File: src/rtl/instruction_fetch_unit.sv
// -----------------------------------------------------------------------------
// instruction_fetch_unit
//
// Fetch-side initiator for the instruction memory / I-cache port. Holds the
// program counter, issues word-aligned read requests (one outstanding at a
// time), collects in-order responses into a small FIFO and hands
// {pc, instruction} to decode over a valid/ready handshake. A redirect from
// branch resolution flushes the FIFO and restarts fetch at the new address.
//
// Optional feature: define IFU_PERF_CNT_EN to add the perf_fetches and
// perf_flushes counter outputs. Without it the ports and counters are absent.
//
// Parameters:
//   RESET_PC   first fetch address after reset (bits [1:0] ignored)
//   BUF_DEPTH  instruction buffer entries (power of two, >= 2)
//
// Ports:
//   clk, rst_n            clock (rising edge), asynchronous active-low reset
//   mem_req, mem_addr     fetch request valid / word-aligned byte address
//   mem_ready             memory accepts request when mem_req && mem_ready
//   mem_rvalid, mem_rdata in-order response, one per accepted request
//   redirect_valid/_pc    flush and restart fetch at redirect_pc
//   inst_valid/_data/_pc  buffer head presented to decode
//   inst_ready            decode consumes head when inst_valid && inst_ready
//   perf_fetches/flushes  (IFU_PERF_CNT_EN only) pushed responses / redirects
// -----------------------------------------------------------------------------
module instruction_fetch_unit #(
  parameter logic [31:0] RESET_PC  = 32'h0000_0000,
  parameter int          BUF_DEPTH = 4
) (
  input  logic        clk,
  input  logic        rst_n,
  output logic        mem_req,
  output logic [31:0] mem_addr,
  input  logic        mem_ready,
  input  logic        mem_rvalid,
  input  logic [31:0] mem_rdata,
  input  logic        redirect_valid,
  input  logic [31:0] redirect_pc,
  output logic        inst_valid,
  output logic [31:0] inst_data,
  output logic [31:0] inst_pc,
  input  logic        inst_ready
`ifdef IFU_PERF_CNT_EN
  ,
  output logic [31:0] perf_fetches,
  output logic [31:0] perf_flushes
`endif
);

  localparam int PTR_W = $clog2(BUF_DEPTH);
  localparam int CNT_W = PTR_W + 1;
  localparam logic [CNT_W-1:0] DEPTH_CNT = CNT_W'(BUF_DEPTH);
  localparam logic [31:0] WORD_MASK = 32'hFFFF_FFFC;
  localparam logic [31:0] RESET_PC_ALIGNED = RESET_PC & WORD_MASK;

  typedef enum logic [1:0] {
    IDLE  = 2'd0,
    RUN   = 2'd1,
    WAIT  = 2'd2,
    DRAIN = 2'd3
  } state_t;

  state_t           state_reg, state_next;
  logic [31:0]      pc_reg, pc_next;
  logic [31:0]      fetch_addr_reg, fetch_addr_next;
  logic             mem_req_reg, mem_req_next;
  logic [CNT_W-1:0] count_reg, count_next;
  logic [PTR_W-1:0] wr_ptr_reg, wr_ptr_next;
  logic [PTR_W-1:0] rd_ptr_reg, rd_ptr_next;

  logic [31:0] buf_data_reg [BUF_DEPTH];
  logic [31:0] buf_pc_reg   [BUF_DEPTH];

  logic redirect_take;
  logic accept;
  logic push;
  logic pop;

  // A redirect in IDLE is ignored; everywhere else it wins over all other
  // activity, so the same-cycle push and pop are both suppressed.
  assign redirect_take = redirect_valid && (state_reg != IDLE);
  assign accept        = mem_req_reg && mem_ready;
  assign push          = (state_reg == WAIT) && mem_rvalid && !redirect_take;
  assign pop           = inst_valid && inst_ready && !redirect_take;

  // Control and program counter
  always_comb begin
    state_next      = state_reg;
    pc_next         = pc_reg;
    fetch_addr_next = fetch_addr_reg;
    case (state_reg)
      IDLE: state_next = RUN;
      RUN: begin
        if (redirect_take) begin
          // A request accepted on the redirect edge is still in flight and
          // its response must be swallowed.
          state_next = accept ? DRAIN : RUN;
        end else if (accept) begin
          state_next      = WAIT;
          pc_next         = pc_reg + 32'd4;
          fetch_addr_next = pc_reg;
        end
      end
      WAIT: begin
        if (redirect_take) begin
          state_next = mem_rvalid ? RUN : DRAIN;
        end else if (mem_rvalid) begin
          state_next = RUN;
        end
      end
      DRAIN: begin
        // The stale response arriving resolves the drain even when another
        // redirect lands on the same edge; nothing else is outstanding.
        if (mem_rvalid) begin
          state_next = RUN;
        end
      end
      default: state_next = IDLE;
    endcase
    if (redirect_take) begin
      pc_next = redirect_pc & WORD_MASK;
    end
  end

  // Buffer bookkeeping
  always_comb begin
    wr_ptr_next = wr_ptr_reg;
    rd_ptr_next = rd_ptr_reg;
    count_next  = count_reg;
    if (redirect_take) begin
      wr_ptr_next = '0;
      rd_ptr_next = '0;
      count_next  = '0;
    end else begin
      if (push) wr_ptr_next = wr_ptr_reg + 1'b1;
      if (pop)  rd_ptr_next = rd_ptr_reg + 1'b1;
      case ({push, pop})
        2'b10:   count_next = count_reg + 1'b1;
        2'b01:   count_next = count_reg - 1'b1;
        default: count_next = count_reg;
      endcase
    end
    // Request is registered from next-state values. Space is reserved at
    // issue, so a full buffer holds the request off.
    mem_req_next = (state_next == RUN) && (count_next < DEPTH_CNT);
  end

  always_ff @(posedge clk or negedge rst_n) begin
    if (!rst_n) begin
      state_reg      <= IDLE;
      pc_reg         <= RESET_PC_ALIGNED;
      fetch_addr_reg <= '0;
      mem_req_reg    <= 1'b0;
      count_reg      <= '0;
      wr_ptr_reg     <= '0;
      rd_ptr_reg     <= '0;
    end else begin
      state_reg      <= state_next;
      pc_reg         <= pc_next;
      fetch_addr_reg <= fetch_addr_next;
      mem_req_reg    <= mem_req_next;
      count_reg      <= count_next;
      wr_ptr_reg     <= wr_ptr_next;
      rd_ptr_reg     <= rd_ptr_next;
    end
  end

  // Storage is small and read combinationally at the head so a push at edge N
  // is visible to decode right after edge N.
  always_ff @(posedge clk or negedge rst_n) begin
    if (!rst_n) begin
      for (int i = 0; i < BUF_DEPTH; i++) begin
        buf_data_reg[i] <= '0;
        buf_pc_reg[i]   <= '0;
      end
    end else if (push) begin
      buf_data_reg[wr_ptr_reg] <= mem_rdata;
      buf_pc_reg[wr_ptr_reg]   <= fetch_addr_reg;
    end
  end

  assign mem_req    = mem_req_reg;
  assign mem_addr   = pc_reg;
  assign inst_valid = (count_reg != '0);
  assign inst_data  = buf_data_reg[rd_ptr_reg];
  assign inst_pc    = buf_pc_reg[rd_ptr_reg];

`ifdef IFU_PERF_CNT_EN
  logic [31:0] perf_fetches_reg;
  logic [31:0] perf_flushes_reg;

  always_ff @(posedge clk or negedge rst_n) begin
    if (!rst_n) begin
      perf_fetches_reg <= '0;
      perf_flushes_reg <= '0;
    end else begin
      if (push)          perf_fetches_reg <= perf_fetches_reg + 32'd1;
      if (redirect_take) perf_flushes_reg <= perf_flushes_reg + 32'd1;
    end
  end

  assign perf_fetches = perf_fetches_reg;
  assign perf_flushes = perf_flushes_reg;
`endif

endmodule

File: config.mk
export PLATFORM = sky130hd
export DESIGN_NAME = instruction_fetch_unit
export DESIGN_NICKNAME = d
export VERILOG_FILES = /design/src/rtl/instruction_fetch_unit.sv
export SDC_FILE = /design/constraint.sdc
export NUM_CORES = 1
export LEC_CHECK = 0
export ABC_AREA = 1
export CAP_MARGIN = 20
export CORE_AREA = 2 2 165 167
export DETAILED_ROUTE_END_ITERATION = 10
export DIE_AREA = 0 0 167 169
export PLACE_DENSITY = 0.92
export SLEW_MARGIN = 20
export SYNTH_ARGS = -nofsm -noshare
export SYNTH_HDL_FRONTEND = slang
export SYNTH_SLANG_ARGS = --single-unit
File: constraint.sdc
create_clock -name clk -period 3.1 [get_ports clk]
set_clock_uncertainty 0.05 [all_clocks]
set_input_delay 0.465 -clock clk [delete_from_list [all_inputs] [get_ports clk]]
set_output_delay 0.465 -clock clk [all_outputs]
set_load 0.1 [all_outputs]
After elaboration in Yosys (flattened, before gate mapping)
Index checks and enable logic that the tools add are counted.

storage, ports and cells
  word-level logic and storage cells = 77
  input bits = 70
  register bits after elaboration = 330
  output and inout port bits = 98

operators by class
  $lt $le $gt $ge = 4
  add/subtract/negate cells = 5
  eq/ne operators = 6
  mux-type cells = 26
  bitwise operators = 3
  reduce and logical (&&, ||, !) cells = 18

operators by type and width
  kind                                                        number
  bitwise mux 128 bit                                         2
  2-to-1 mux 32 bit                                           8
  binary-select mux 32 bit (select 2 bit)                     2
  demux 32 bit (select 2 bit)                                 1
  adder 32 x 3 -> 32 bit, second input constant               1
  2-to-1 mux 2 bit                                            10
  nonzero test 2 bit                                          5
  logical AND 1 bit                                           8
  one-hot mux 2 bit (4 select lines)                          1
  == test 2 x 1 -> 1 bit, second input constant               3
  == test 2 bit, second input constant                        3
  >= comparator 3 bit, second input constant                  2
  inverter 2 -> 3 bit                                         2
  one-hot mux 3 bit (2 select lines)                          1
  adder 2 x 1 -> 2 bit, second input constant                 2
  adder 3 x 1 -> 3 bit, second input constant                 1
  less-than comparator 3 x 1 -> 1 bit, second input constant  1
  less-than comparator 3 bit, second input constant           1
  2-to-1 mux 3 bit                                            1
  AND reduction 3 bit                                         1
  nonzero test 3 bit                                          1
  subtractor 3 x 1 -> 3 bit, second input constant            1
  logical NOT 2 bit                                           1
  AND reduction 2 bit                                         1
  other kinds (2)                                             2

Longest topological paths before layout
  depth in word-level cells = 9
  depth in mapped cells = 16
  depth with buffers taken out = 15

Worst setup path after synthesis
OpenSTA, ideal clock, no wires.

  kind = flip-flop to output port
  start point = register rd_ptr_reg[0]
  end point = output port inst_data[0]
  path buffers = 3
  path slack = 78 ps
  arrival = 2,507 ps
  stages on the path, launching flop included = 6
  required time = 2,585 ps
  cells stage by stage = dfrtp_1 buf_2 buf_2 clkbuf_1 nor2_1 o22ai_1

between the ends
  word-level cells in the longest chain between the ends = 4

RTL lines
  item                                                  line  text
  from (decl)                                           70    logic [PTR_W-1:0] rd_ptr_reg, rd_ptr_next;
  from (signal assigned)                                165   rd_ptr_reg <= rd_ptr_next;
  inverter 2 -> 3 bit (not written as such)             186   assign inst_data = buf_data_reg[rd_ptr_reg];
  binary-select mux 32 bit (select 2 bit)               186
  2-to-1 mux 32 bit (not written as such) (2 in a row)  186
  to (decl)                                             41    output logic [31:0] inst_data,

Every way passes these cells. The select of a mux whose other input is x is not followed.

Final worst setup path
  start point = register rd_ptr_reg[1]
  end point = output port inst_pc[14]

between the ends
  word-level cells in the longest chain between the ends = 4

RTL lines
  item                                                  line  text
  inverter 2 -> 3 bit (not written as such)             187   assign inst_pc = buf_pc_reg[rd_ptr_reg];
  binary-select mux 32 bit (select 2 bit)               187
  2-to-1 mux 32 bit (not written as such) (2 in a row)  187
  to (decl)                                             42    output logic [31:0] inst_pc,

Every way passes these cells. The select of a mux whose other input is x is not followed.

==> impl_metrics.tcl <==
set metrics [dict create \
    yosysMostFrequentCell "nand2_1" \
    p_switching_mw 7.628 \
    path_clk_slew_ps 60 \
    async_flop_share_pct 100.0 \
    grt_max_degree 128 \
    power.clock.fraction_pct 25.4 \
    ys_top_cells_by_count "nand2_1 (419), dfrtp_1 (318), o21ai_1 (264), nor2_1 (179), o21ai_0 (161)" \
    firstDrtPassIters 5 \
    wl_microns 37580 \
    drt_first_iter_violations 1269 \
    max_cap_violations 0 \
    final_util_pct 68.95 \
    placed_cells 2188 \
    multi_input_area_sq_um 5585 \
    fill_cells 1883 \
    yosys.area.top_type "dfrtp_1" \
    io_pins 168 \
    gp_congestion 0.9455 \
    maxClockFrequency_mhz 342.3 \
    cp_top_family "flip-flops" \
    crit_arrival_ps 2410 \
    grt-ovfl-total 0 \
    holdCritPathClass "flip-flop to flip-flop" \
    leakage_nw 8.714 \
    critPathLaunchType "flip-flop" \
    synth_edf_count 0 \
    synth-seq-cells 318 \
    drcViolationCount 0 \
    insertion_delay_ps 510 \
    hold_viol 0 \
    start_util_pct 55.81 \
    crit_fanout 31 \
    yosysSeqAreaShare_pct 53.80 \
    postRouteAntennaNets 0 \
    track_usage_pct 26.97 \
    critical_path_buf_inv_count 2 \
    root_buffer "clkbuf_16" \
    vias 13050 \
    synth_area_sq_um 14790 \
    stdcell_count 2250 \
    status "finished clean" \
    numCtsBuffers 34 \
    die_x_microns 167 \
    ys_top_cells_by_area "dfrtp_1 (54%), nand2_1 (11%), o21ai_1 (8.9%), o21ai_0 (5.4%), nor2_1 (4.5%)" \
    cts_resized 0 \
    period_needed_ps 2922 \
    comb_power_share_pct 43.4 \
    p_int_mw 9.749 \
    area_delta_synth_final_pct 23.53 \
    yosys_warnings 0 \
    end_kind "primary output" \
    core_area_sq_um 26500 \
    largest_reg_flops 128 \
    yosysUniqueCellTypes 35 \
    wl_per_cell_microns 16.70 \
    synth-main-ff-cell "dfrtp_1" \
    vias_per_cell 5.798 \
    fin_setup_tns_ps 0 \
    antenna_found_initial 0 \
    avgSynthCellArea_sq_um 8.347 \
    finalMaxSlewViolations 0 \
    num_antenna_cells 0 \
    seqCellArea_sq_um 7963 \
    timing.final.crit_share_pct 94.25 \
    p_per_area_nw_per_um2 951.0 \
    htree_levels 2 \
    cts_tree "done" \
    nNetsFinal 1963 \
    port_buffers 161 \
    max_slew.worst_pin.slew_ps 750.1 \
    crit_path_max_incr_delay_ps 770 \
    dp_hpwl_microns 23630 \
    rsz0062_at_grt "no" \
    std_cell_rows 60 \
    layout-drive-gt1-share_pct 10.90 \
    clock_sinks 318 \
    grt_pass1_vias 12860 \
    synth_top_area_share_pct 53.80 \
    cts_max_path_buffers 3 \
    setup_viol 0 \
    p_sw_share_pct 43.90 \
    slowest_stage "dfrtp_2" \
    relSlewSlack_pct 49.99 \
    grt_pass1_wl_microns 62760 \
    synthCells 1772 \
    ir_worst_vdd_uv 1201 \
    dieArea_sq_um 28220 \
    die_y_microns 169 \
    path_class "flip-flop to primary output" \
    critical_path_required_ps 2580 \
    crit_chain "buf_4 > o21ai_0 > o22ai_1 > buf_12" \
    pwr-share-seq_pct 31.2 \
]
worst reg2reg max path: stages (launching register included):
cell and delay [ps]:
dfrtp_1 460, inv_2 100, nand3_4 90, nor2_8 210
inv_1 90, ha_1 260, xor2_1 160, ha_1 190
a21oi_1 150, inv_1 60, nand2_1 80, nand3_1 70
nand2_1 60, nand3_1 80, nand2_1 90, inv_1 40
power groups by stage:
stage | clock network (mW) | logic [mW] | registers, mW
after floorplan | 0 | 4.03 | 6.44
after global placement | 0 | 7.38 | 5.42
after detailed placement | 0 | 7.53 | 5.45
after CTS | 4.47 | 7.56 | 5.39
after global routing | 4.65 | 7.93 | 5.49
final | 4.42 | 7.54 | 5.42
stage by stage:
stage                     total power [mW]  setup slack, ps  area (sq um)  hold WS [ps]
after global placement               12.79            305.1         17020         408.9
final                                17.38            178.4         18270         429.3
after CTS                            17.42            213.4         18270         428.8
after global routing                 18.07            121.1         18270         441.1
after floorplan                      10.47            77.90         14800         119.4
after detailed placement             12.98            211.7         17020         414.4
repair_timing:
item                      CTS  global route
hold buffers                1             0
buffers inserted            0             0
hold endpoints to repair   86             0
cells in the final DEF (no fill, tap or decap), types with 3 or more instances in the layout:
cell type	synthesis	routed
a21oi_1	14	14
a21oi_2	3	3
and2_1	3	3
buf_12	0	76
buf_4	9	45
bufinv_16	0	5
clkbuf_1	50	4
clkbuf_16	0	37
clkbuf_8	0	8
clkdlybuf4s50_1	0	66
clkinv_2	0	6
conb_1	1	4
dfrtp_1	318	316
ha_1	9	9
inv_1	132	131
inv_2	2	3
nand2_1	419	419
nand2_4	4	4
nand3_1	43	43
nand4_1	5	5
nor2_1	179	179
nor2_2	4	4
nor3_1	5	5
o211ai_1	5	5
o21ai_0	161	161
o21ai_1	264	264
o21ai_2	5	4
o22ai_1	69	69
logic make-up after synthesis:
family / Yosys count / synth area share, %
fa+ha+maj: 9 / 0.7614
buf+inv: 251 / 8.561
simple gates: 669 / 18.19
xor+xnor: 1 / 0.05923
compound gates: 523 / 18.60
other cells: 1 / 0.02535
flops: 318 / 53.80
final timing paths:
path	startpoint	endpoint	slack, ps	cells past startpoint
max	rd_ptr_reg[1]	inst_pc[14]	180	4
min	buf_data_reg[70]	buf_data_reg[70]	430	2
max reg2reg	state_reg[0]	mem_req	750	15
min reg2reg	buf_data_reg[70]	buf_data_reg[70]	430	2
max in group asynchronous	rst_n	buf_pc_reg[108]	1660	3
min in group asynchronous	rst_n	buf_data_reg[122]	510	2
layout make-up:
type / instances / area share (%)
sequential: 318 / 43.58
clock inverter: 12 / 1.055
clock buffer: 49 / 5.752
tap: 341 / 2.335
inverter: 135 / 2.780
timing repair buffer: 189 / 13.93
multi-input combinational: 1206 / 30.57
routing by layer:
layer | routed length (microns) | vias to the layer above | global-route usage [%]
met3 | 3008 | 88 | 4.887
met4 | 1076 | 0 | 9.708
met2 | 18330 | 623 | 45.29
met5 | 0 | - | 0
met1 | 15170 | 6289 | 35.42
li1 | - | 6046 | -
Power figures use the tool's default switching activity.
